$ cat config.mk
export PLATFORM = sky130hd
export DESIGN_NAME = delay_sched
export DESIGN_NICKNAME = d
export VERILOG_FILES = /design/src/rtl/delay_sched.sv
export SDC_FILE = /design/constraint.sdc
export NUM_CORES = 1
export LEC_CHECK = 0
export BUFFER_PORTS_ARGS = -buffer_cell sky130_fd_sc_hd__buf_2
export CORE_MARGIN = 1.5
export CORE_UTILIZATION = 45
export CTS_CLUSTER_DIAMETER = 200
export DETAILED_ROUTE_END_ITERATION = 10
export GPL_TIMING_DRIVEN = 0
export PLACE_DENSITY = 0.8
export SKIP_LAST_GASP = 1
export SYNTH_ARGS = -nofsm -noshare
export SYNTH_HDL_FRONTEND = slang
export SYNTH_SLANG_ARGS = --single-unit
$ cat constraint.sdc
create_clock -name clk -period 6.65 [get_ports clk]
set_input_delay 0 -clock clk [delete_from_list [all_inputs] [get_ports clk]]
set_output_delay 0 -clock clk [all_outputs]
set_load 0.01 [all_outputs]
$ cat src/rtl/delay_sched.sv
// Round-robin scheduler sharing one CBITS-wide delay counter among NREQ requesters.
// Optional consistency checker driving err is enabled by defining DELAY_SCHED_CHK_EN.
module delay_sched #(
    parameter int NREQ  = 4,
    parameter int CBITS = 19
) (
    input  logic                  clk,
    input  logic                  rst,
    input  logic [NREQ-1:0]       req,
    input  logic [NREQ*CBITS-1:0] len,
    output logic [NREQ-1:0]       gnt,
    output logic [NREQ-1:0]       done,
    output logic                  busy,
    output logic                  err
);

    localparam int PW    = (NREQ > 1) ? $clog2(NREQ) : 1;
    localparam int SUM_W = PW + 1;

    typedef enum logic {
        IDLE,
        COUNT
    } state_t;

    state_t            state_q, state_d;
    logic [NREQ-1:0]   gnt_q, gnt_d;
    logic [NREQ-1:0]   done_q, done_d;
    logic              busy_q, busy_d;
    logic [CBITS-1:0]  cnt_q, cnt_d;
    logic [CBITS-1:0]  lim_q, lim_d;
    logic [PW-1:0]     ptr_q, ptr_d;

    logic [CBITS-1:0]  len_arr [NREQ];
    logic [NREQ-1:0]   eligible;
    logic [2*NREQ-1:0] elig_rot;
    logic [PW-1:0]     win_off;
    logic [SUM_W-1:0]  win_sum;
    logic [SUM_W-1:0]  nxt_sum;
    logic [PW-1:0]     win;
    logic [PW-1:0]     ptr_nxt;

    generate
        for (genvar gi = 0; gi < NREQ; gi++) begin : g_len
            assign len_arr[gi] = len[gi*CBITS +: CBITS];
        end
    endgenerate

    // The requester finishing this cycle must not be re-granted straight away.
    assign eligible = req & ~done_q;
    assign elig_rot = {eligible, eligible} >> ptr_q;

    // Lowest set bit of the rotated vector is the offset of the winner from ptr.
    always_comb begin
        win_off = '0;
        for (int k = NREQ - 1; k >= 0; k--) begin
            if (elig_rot[k]) begin
                win_off = PW'(k);
            end
        end
        win_sum = {1'b0, ptr_q} + {1'b0, win_off};
        if (win_sum >= SUM_W'(NREQ)) begin
            win_sum = win_sum - SUM_W'(NREQ);
        end
        win     = win_sum[PW-1:0];
        nxt_sum = {1'b0, win} + SUM_W'(1);
        if (nxt_sum >= SUM_W'(NREQ)) begin
            nxt_sum = '0;
        end
        ptr_nxt = nxt_sum[PW-1:0];
    end

    always_comb begin
        state_d = state_q;
        gnt_d   = gnt_q;
        done_d  = '0;
        busy_d  = busy_q;
        cnt_d   = cnt_q;
        lim_d   = lim_q;
        ptr_d   = ptr_q;
        case (state_q)
            IDLE: begin
                if (|eligible) begin
                    gnt_d   = NREQ'(1) << win;
                    busy_d  = 1'b1;
                    cnt_d   = '0;
                    lim_d   = len_arr[win];
                    ptr_d   = ptr_nxt;
                    state_d = COUNT;
                end
            end
            COUNT: begin
                if (~|(req & gnt_q)) begin
                    gnt_d   = '0;
                    busy_d  = 1'b0;
                    state_d = IDLE;
                end else if (cnt_q == lim_q) begin
                    done_d  = gnt_q;
                    gnt_d   = '0;
                    busy_d  = 1'b0;
                    state_d = IDLE;
                end else begin
                    cnt_d = cnt_q + CBITS'(1);
                end
            end
            default: begin
                state_d = IDLE;
                gnt_d   = '0;
                busy_d  = 1'b0;
            end
        endcase
    end

    always_ff @(posedge clk) begin
        if (rst) begin
            state_q <= IDLE;
            gnt_q   <= '0;
            done_q  <= '0;
            busy_q  <= 1'b0;
            cnt_q   <= '0;
            lim_q   <= '0;
            ptr_q   <= '0;
        end else begin
            state_q <= state_d;
            gnt_q   <= gnt_d;
            done_q  <= done_d;
            busy_q  <= busy_d;
            cnt_q   <= cnt_d;
            lim_q   <= lim_d;
            ptr_q   <= ptr_d;
        end
    end

`ifdef DELAY_SCHED_CHK_EN
    logic err_q, err_d;

    always_comb begin
        err_d = err_q;
        if ((state_q == COUNT) && (cnt_q > lim_q)) begin
            err_d = 1'b1;
        end
        if ((gnt_q & (gnt_q - NREQ'(1))) != '0) begin
            err_d = 1'b1;
        end
        if (busy_q != (|gnt_q)) begin
            err_d = 1'b1;
        end
        if ((done_q & (done_q - NREQ'(1))) != '0) begin
            err_d = 1'b1;
        end
    end

    always_ff @(posedge clk) begin
        if (rst) begin
            err_q <= 1'b0;
        end else begin
            err_q <= err_d;
        end
    end

    assign err = err_q;
`else
    assign err = 1'b0;
`endif

    assign gnt  = gnt_q;
    assign done = done_q;
    assign busy = busy_q;

endmodule

### Yosys cells after proc, flatten, opt, wreduce, memory -nomap -nowiden

Cells that the tools add are included.

* register bits: 50

* add/subtract/negate cells: 4
* $lt $le $gt $ge: 3
* equality and inequality tests: 5
* shift operators: 2
* muxes and demuxes: 25
* bitwise gates (word level): 7
* reductions and logical operators: 6

Operators by type and width (number)
* 19-bit 2-to-1 mux: 5
* 19-bit binary-select mux with 2-bit select: 1
* 19-bit case mux with 2 select lines: 1
* 19-bit by 1-bit adder with 19-bit output, second input constant: 1
* 19-bit equality test: 1
* 2-bit 2-to-1 mux: 6
* 4-bit 2-to-1 mux: 3
* 4-bit OR reduction: 3
* 3-bit >= comparator, second input constant: 3
* 4-bit AND: 2
* 4-bit case mux with 2 select lines: 1
* 8-bit by 2-bit right shift with 4-bit output: 1
* 1-bit 2-to-1 mux: 6
* 2-bit != test, second input constant: 2
* 4-bit NOT: 1
* 1-bit case mux with 2 select lines: 2
* 2-bit AND reduction: 2
* 1-bit by 2-bit left shift with 4-bit output, first input constant: 1
* 2-bit by 1-bit adder with 3-bit output, second input constant: 1
* 2-bit by 2-bit adder with 3-bit output: 1
* 3-bit by 2-bit != test with 1-bit output, second input constant: 1
* 1-bit NOT: 3
* 2-bit NOT with 3-bit output: 1
* 3-bit AND reduction: 1
* other kinds (2): 2

### Depth between registers and ports, before layout

* word-level depth: 14
* depth in mapped cells: 15
* mapped depth without buffers: 13

### Worst setup path before layout

Ideal clock, no wire load.

* path kind: reg2reg
* start: register done_q[2] (netlist: done[2])
* end: register lim_q[0]
* library setup time: 0.117 ns
* arrival: 2.496 ns
* required time: 6.533 ns
* setup slack: 4.037 ns
* stages on the path, launching flop included: 12
* path buffers: 3
* cell sequence: dfxtp_1 > nand2b_1 > buf_2 > nor3_1 > a311oi_1 > o21ai_0 > ha_1 > clkbuf_1 > clkbuf_1 > mux2i_1 > nand3_1 > a32o_1

* longest elaborated chain between the ends: 14
* elaborated cells between the ends (all ways): 17
* classes of those cells: add/sub: 2; order compare: 1; shift: 1; mux: 8; bitwise: 3; reduce/logical: 2

RTL lines
* start, declared: line 27 `logic [NREQ-1:0] done_q, done_d;`
* start signal, assigned: line 125 `done_q <= done_d;`
* 4-bit NOT (*): line 49 `assign eligible = req & ~done_q;`
* 4-bit AND (*): line 49
* 8-bit by 2-bit right shift with 4-bit output: line 50 `assign elig_rot = {eligible, eligible} >> ptr_q;`
* 2-bit 2-to-1 mux (4 in series): line 56 `if (elig_rot[k]) begin`
* 2-bit by 2-bit adder with 3-bit output: line 60 `win_sum = {1'b0, ptr_q} + {1'b0, win_off};`
* 3-bit >= comparator / 2-bit by 1-bit subtractor with 2-bit output (equally long branches): line 61, 62
* 2-bit 2-to-1 mux: line 61 `if (win_sum >= SUM_W'(NREQ)) begin`
* 2-bit NOT with 3-bit output (implied by the code): line 86 `lim_d = len_arr[win];`
* 19-bit binary-select mux with 2-bit select: line 86
* 19-bit 2-to-1 mux (implied by the code) (2 in series): line 86
* end signal, assigned: line 128 `lim_q <= lim_d;`
* end, declared: line 30 `logic [CBITS-1:0] lim_q, lim_d;`

Mark *: on every way between the ends. The rest lies on a longest branch, timed or not. The select of a mux whose other input is x is not followed.
A chain may end at the register's enable or synchronous reset.

### Final worst setup path

* start: register done_q[1] (netlist: done[1])
* end: register lim_q[0]

The elaborated chain is that of the path after synthesis.

==> flow_metrics.env <==
export IMPL_outcome="completed"
export IMPL_clockBufferDepth=2
export IMPL_rsz0062_at_grt="no"
export IMPL_synth_seq_cells=50
export IMPL_fill_cells=609
export IMPL_num_vias=3192
export IMPL_setup_tns_ns=0
export IMPL_cts_resized=0
export IMPL_grt_max_degree=16
export IMPL_wl_mm=8.68
export IMPL_postCtsSetupRepairBufs=0
export IMPL_dpl_worst_slack_ns=3.64
export IMPL_core_um2=6760
export IMPL_synth_xor_area_share=0.0648
export IMPL_finalSetupViolCount=0
export IMPL_leakagePower_nw=1.52
export IMPL_insertion_delay_ns=0.31
export IMPL_first_global_vias=2965
export IMPL_multiInputGateArea_um2=1980
export IMPL_crit_fanout=10
export IMPL_fp_dieH_um=86.1
export IMPL_synth_fp_nets=441
export IMPL_synth_top_family_by_area="compound AO/OA/AOI/OAI gates"
export IMPL_hold_path_class="primary input to flip-flop"
export IMPL_final_cell_mix="93 x buf_2, 50 x dfxtp_1, 38 x mux2i_1, 32 x nand3_1, 23 x xnor2_1"
export IMPL_antenna_found_initial=0
export IMPL_maxCapViolCount=0
export IMPL_yosysWarnings=0
export IMPL_start_util=0.460
export IMPL_synthSimpleGateAreaFrac=0.187
export IMPL_postCtsHoldBufs=0
export IMPL_final_common_cell="buf_2"
export IMPL_ys_types=51
export IMPL_grt_pass1_wl_mm=14.0
export IMPL_vdd_drop_max_mv=0.263
export IMPL_dieArea_um2=7420
export IMPL_synth_area_per_cell_um2=8.76
export IMPL_seq_area_um2=1000
export IMPL_r2r_end="lim_q[0]"
export IMPL_hpwl_mm=6.76
export IMPL_synth_compound_area_frac=0.244
export IMPL_synth_edff_count=0
export IMPL_grt_overflow_total=0
export IMPL_place_area_um2=3660
export IMPL_wl_per_cell_um=16.3
export IMPL_fmax_mhz=326
export IMPL_tightestPinTransition_ns=0.763
export IMPL_htree_levels=2
export IMPL_reg2regPathDepth=11
export IMPL_clock_sinks=50
export IMPL_ys_seq_area_frac=0.322
export IMPL_drive_above_1_share=0.252
export IMPL_crit_start="done[1]"
export IMPL_drt_iter0_markers=206
export IMPL_ys_flop_type="dfxtp_1"
export IMPL_ios=92
export IMPL_rrSetupSlack_ns=3.58
export IMPL_end_kind="flip-flop"
export IMPL_area_delta_synth_final_pct=21.2
export IMPL_drcViolationCount=0
export IMPL_synth_fa_ha_area_frac=0.0161
export IMPL_synthMuxAreaShare=0.122
export IMPL_fin_nets=538
export IMPL_p_per_area_nw_per_um2=336
export IMPL_io_buffers=90
export IMPL_final_hold_violation_count=0
export IMPL_startpoint_type="flip-flop"
export IMPL_critPathKind="flip-flop to flip-flop"
export IMPL_synthCells=355
export IMPL_drv_slew=0
export IMPL_fin_ws_ns=3.58
export IMPL_min_period_ns=3.07
export IMPL_endpoint="lim_q[0]"
export IMPL_required_ns=6.86
export IMPL_drt_first_pass_iters=5
export IMPL_num_antenna_cells=0
export IMPL_place_inst=525
export IMPL_clk_pin_slew_ns=0.09
export IMPL_numCtsBuffers=5
export IMPL_power_total_mw=1.27
export IMPL_min_from="len[43]"
export IMPL_via_per_inst=5.99
export IMPL_cts_tree="done"
export IMPL_die_w_um=86.1
export IMPL_stdcell_count=533
export IMPL_final_cell_area_um2=3770
export IMPL_finalCritPeriodShare=0.462
export IMPL_track_usage=0.235
export IMPL_synthArstFlopShare=0
export IMPL_row_count=30
export IMPL_worstReg2RegStart="done[1]"
export IMPL_slew_headroom=0.492
export IMPL_cts_root_buf="clkbuf_8"
export IMPL_syn_area_um2=3110
export IMPL_fin_worst_skew_ns=0.00989
export IMPL_arrival_ns=3.28
export IMPL_drtAntennaViolNets=0
export IMPL_gp_congestion=0.898
sequential cells by signal, summed over array words and instances, names as in the netlist:
register,cells
state_q,1
ptr_q,2
cnt_q,19
done,4
gnt,4
lim_q,19
busy,1
routing by layer:
metal / up-vias / GRT usage / part of all wire
li1: 1540 / - / -
met1: 1482 / 0.312 / 0.43
met2: 147 / 0.394 / 0.48
met3: 23 / 0.0356 / 0.067
met4: 0 / 0.0748 / 0.023
met5: - / 0 / 0
cells in the mapped netlist (2+ instances only):
master	count	area, um2
and2b_1	4	30.0
and4_1	2	17.5
mux2i_1	38	380
nor2_1	14	52.6
o31ai_1	2	15.0
o21ai_1	9	45.0
or3_1	7	43.8
clkbuf_1	16	60.1
xnor2_1	23	201
a2111oi_0	2	17.5
o211ai_1	6	45.0
dfxtp_1	50	1000
a211oi_1	6	45.0
and2_1	5	31.3
a21oi_1	17	85.1
nand3_1	32	160
ha_1	4	50.1
a21o_1	2	15.0
buf_2	3	15.0
nand2_1	19	71.3
a22o_1	6	52.6
o21ai_0	18	90.1
nor3_1	4	20.0
buf_4	2	15.0
a32o_1	20	200
nand2b_2	2	17.5
buf_6	2	22.5
nand4_1	6	37.5
or4_1	7	52.6
inv_1	3	11.3
nand2b_1	4	25.0
worst max-delay path, cell delays in order (launching register included):
cell      delay [ns]
dfxtp_1         0.35
nand2b_2        0.22
nand2_1         0.12
nor3b_1         0.15
a21oi_1         0.14
o21ai_0         0.15
ha_1            0.33
clkbuf_1        0.17
clkbuf_1        0.60
mux2i_1         0.34
nand3_1         0.12
a32o_1          0.28
report_power, final:
part	internal [mW]	total [mW]	switching (mW)
Combinational	0.291	0.646	0.355
Clock	0.112	0.214	0.102
Sequential	0.359	0.408	0.0487
Total	0.762	1.27	0.505
metrics by stage:
step | hold WS, ns | util
after floorplan | 0.276 | -
after global placement | 0.381 | 0.542
after detailed placement | 0.388 | 0.542
after CTS | 0.0682 | 0.558
after global routing | 0.0861 | 0.558
final | 0.0658 | 0.558
kinds of logic after synthesis:
logic type / after synthesis
AO/OA/AOI/OAI: 102
XOR/XNOR: 23
adder cells (fa/ha/maj): 4
buffers and inverters: 28
flip-flops: 50
multiplexers: 38
other: 1
AND/OR/NAND/NOR: 109
area by class of cell:
| class | count | area share |
|---|---|---|
| multi-input cells | 277 | 0.525 |
| flip-flops and latches | 50 | 0.265 |
| repair buffers | 90 | 0.119 |
| plain buffers | 24 | 0.0309 |
| well taps | 80 | 0.0265 |
| clock buffers | 6 | 0.0192 |
| clock inverters | 2 | 0.00995 |
| inverters | 4 | 0.00398 |
how the worst min path moves through the flow:
stage | end | slack [ns] | depth (start not counted)
floorplan | lim_q[17] | 0.28 | 3
global placement | lim_q[12] | 0.38 | 4
detailed placement | lim_q[5] | 0.39 | 4
CTS | lim_q[16] | 0.07 | 4
global route | lim_q[16] | 0.09 | 4
finish | lim_q[5] | 0.07 | 4
No activity file was read; power rests on OpenSTA's default activity.
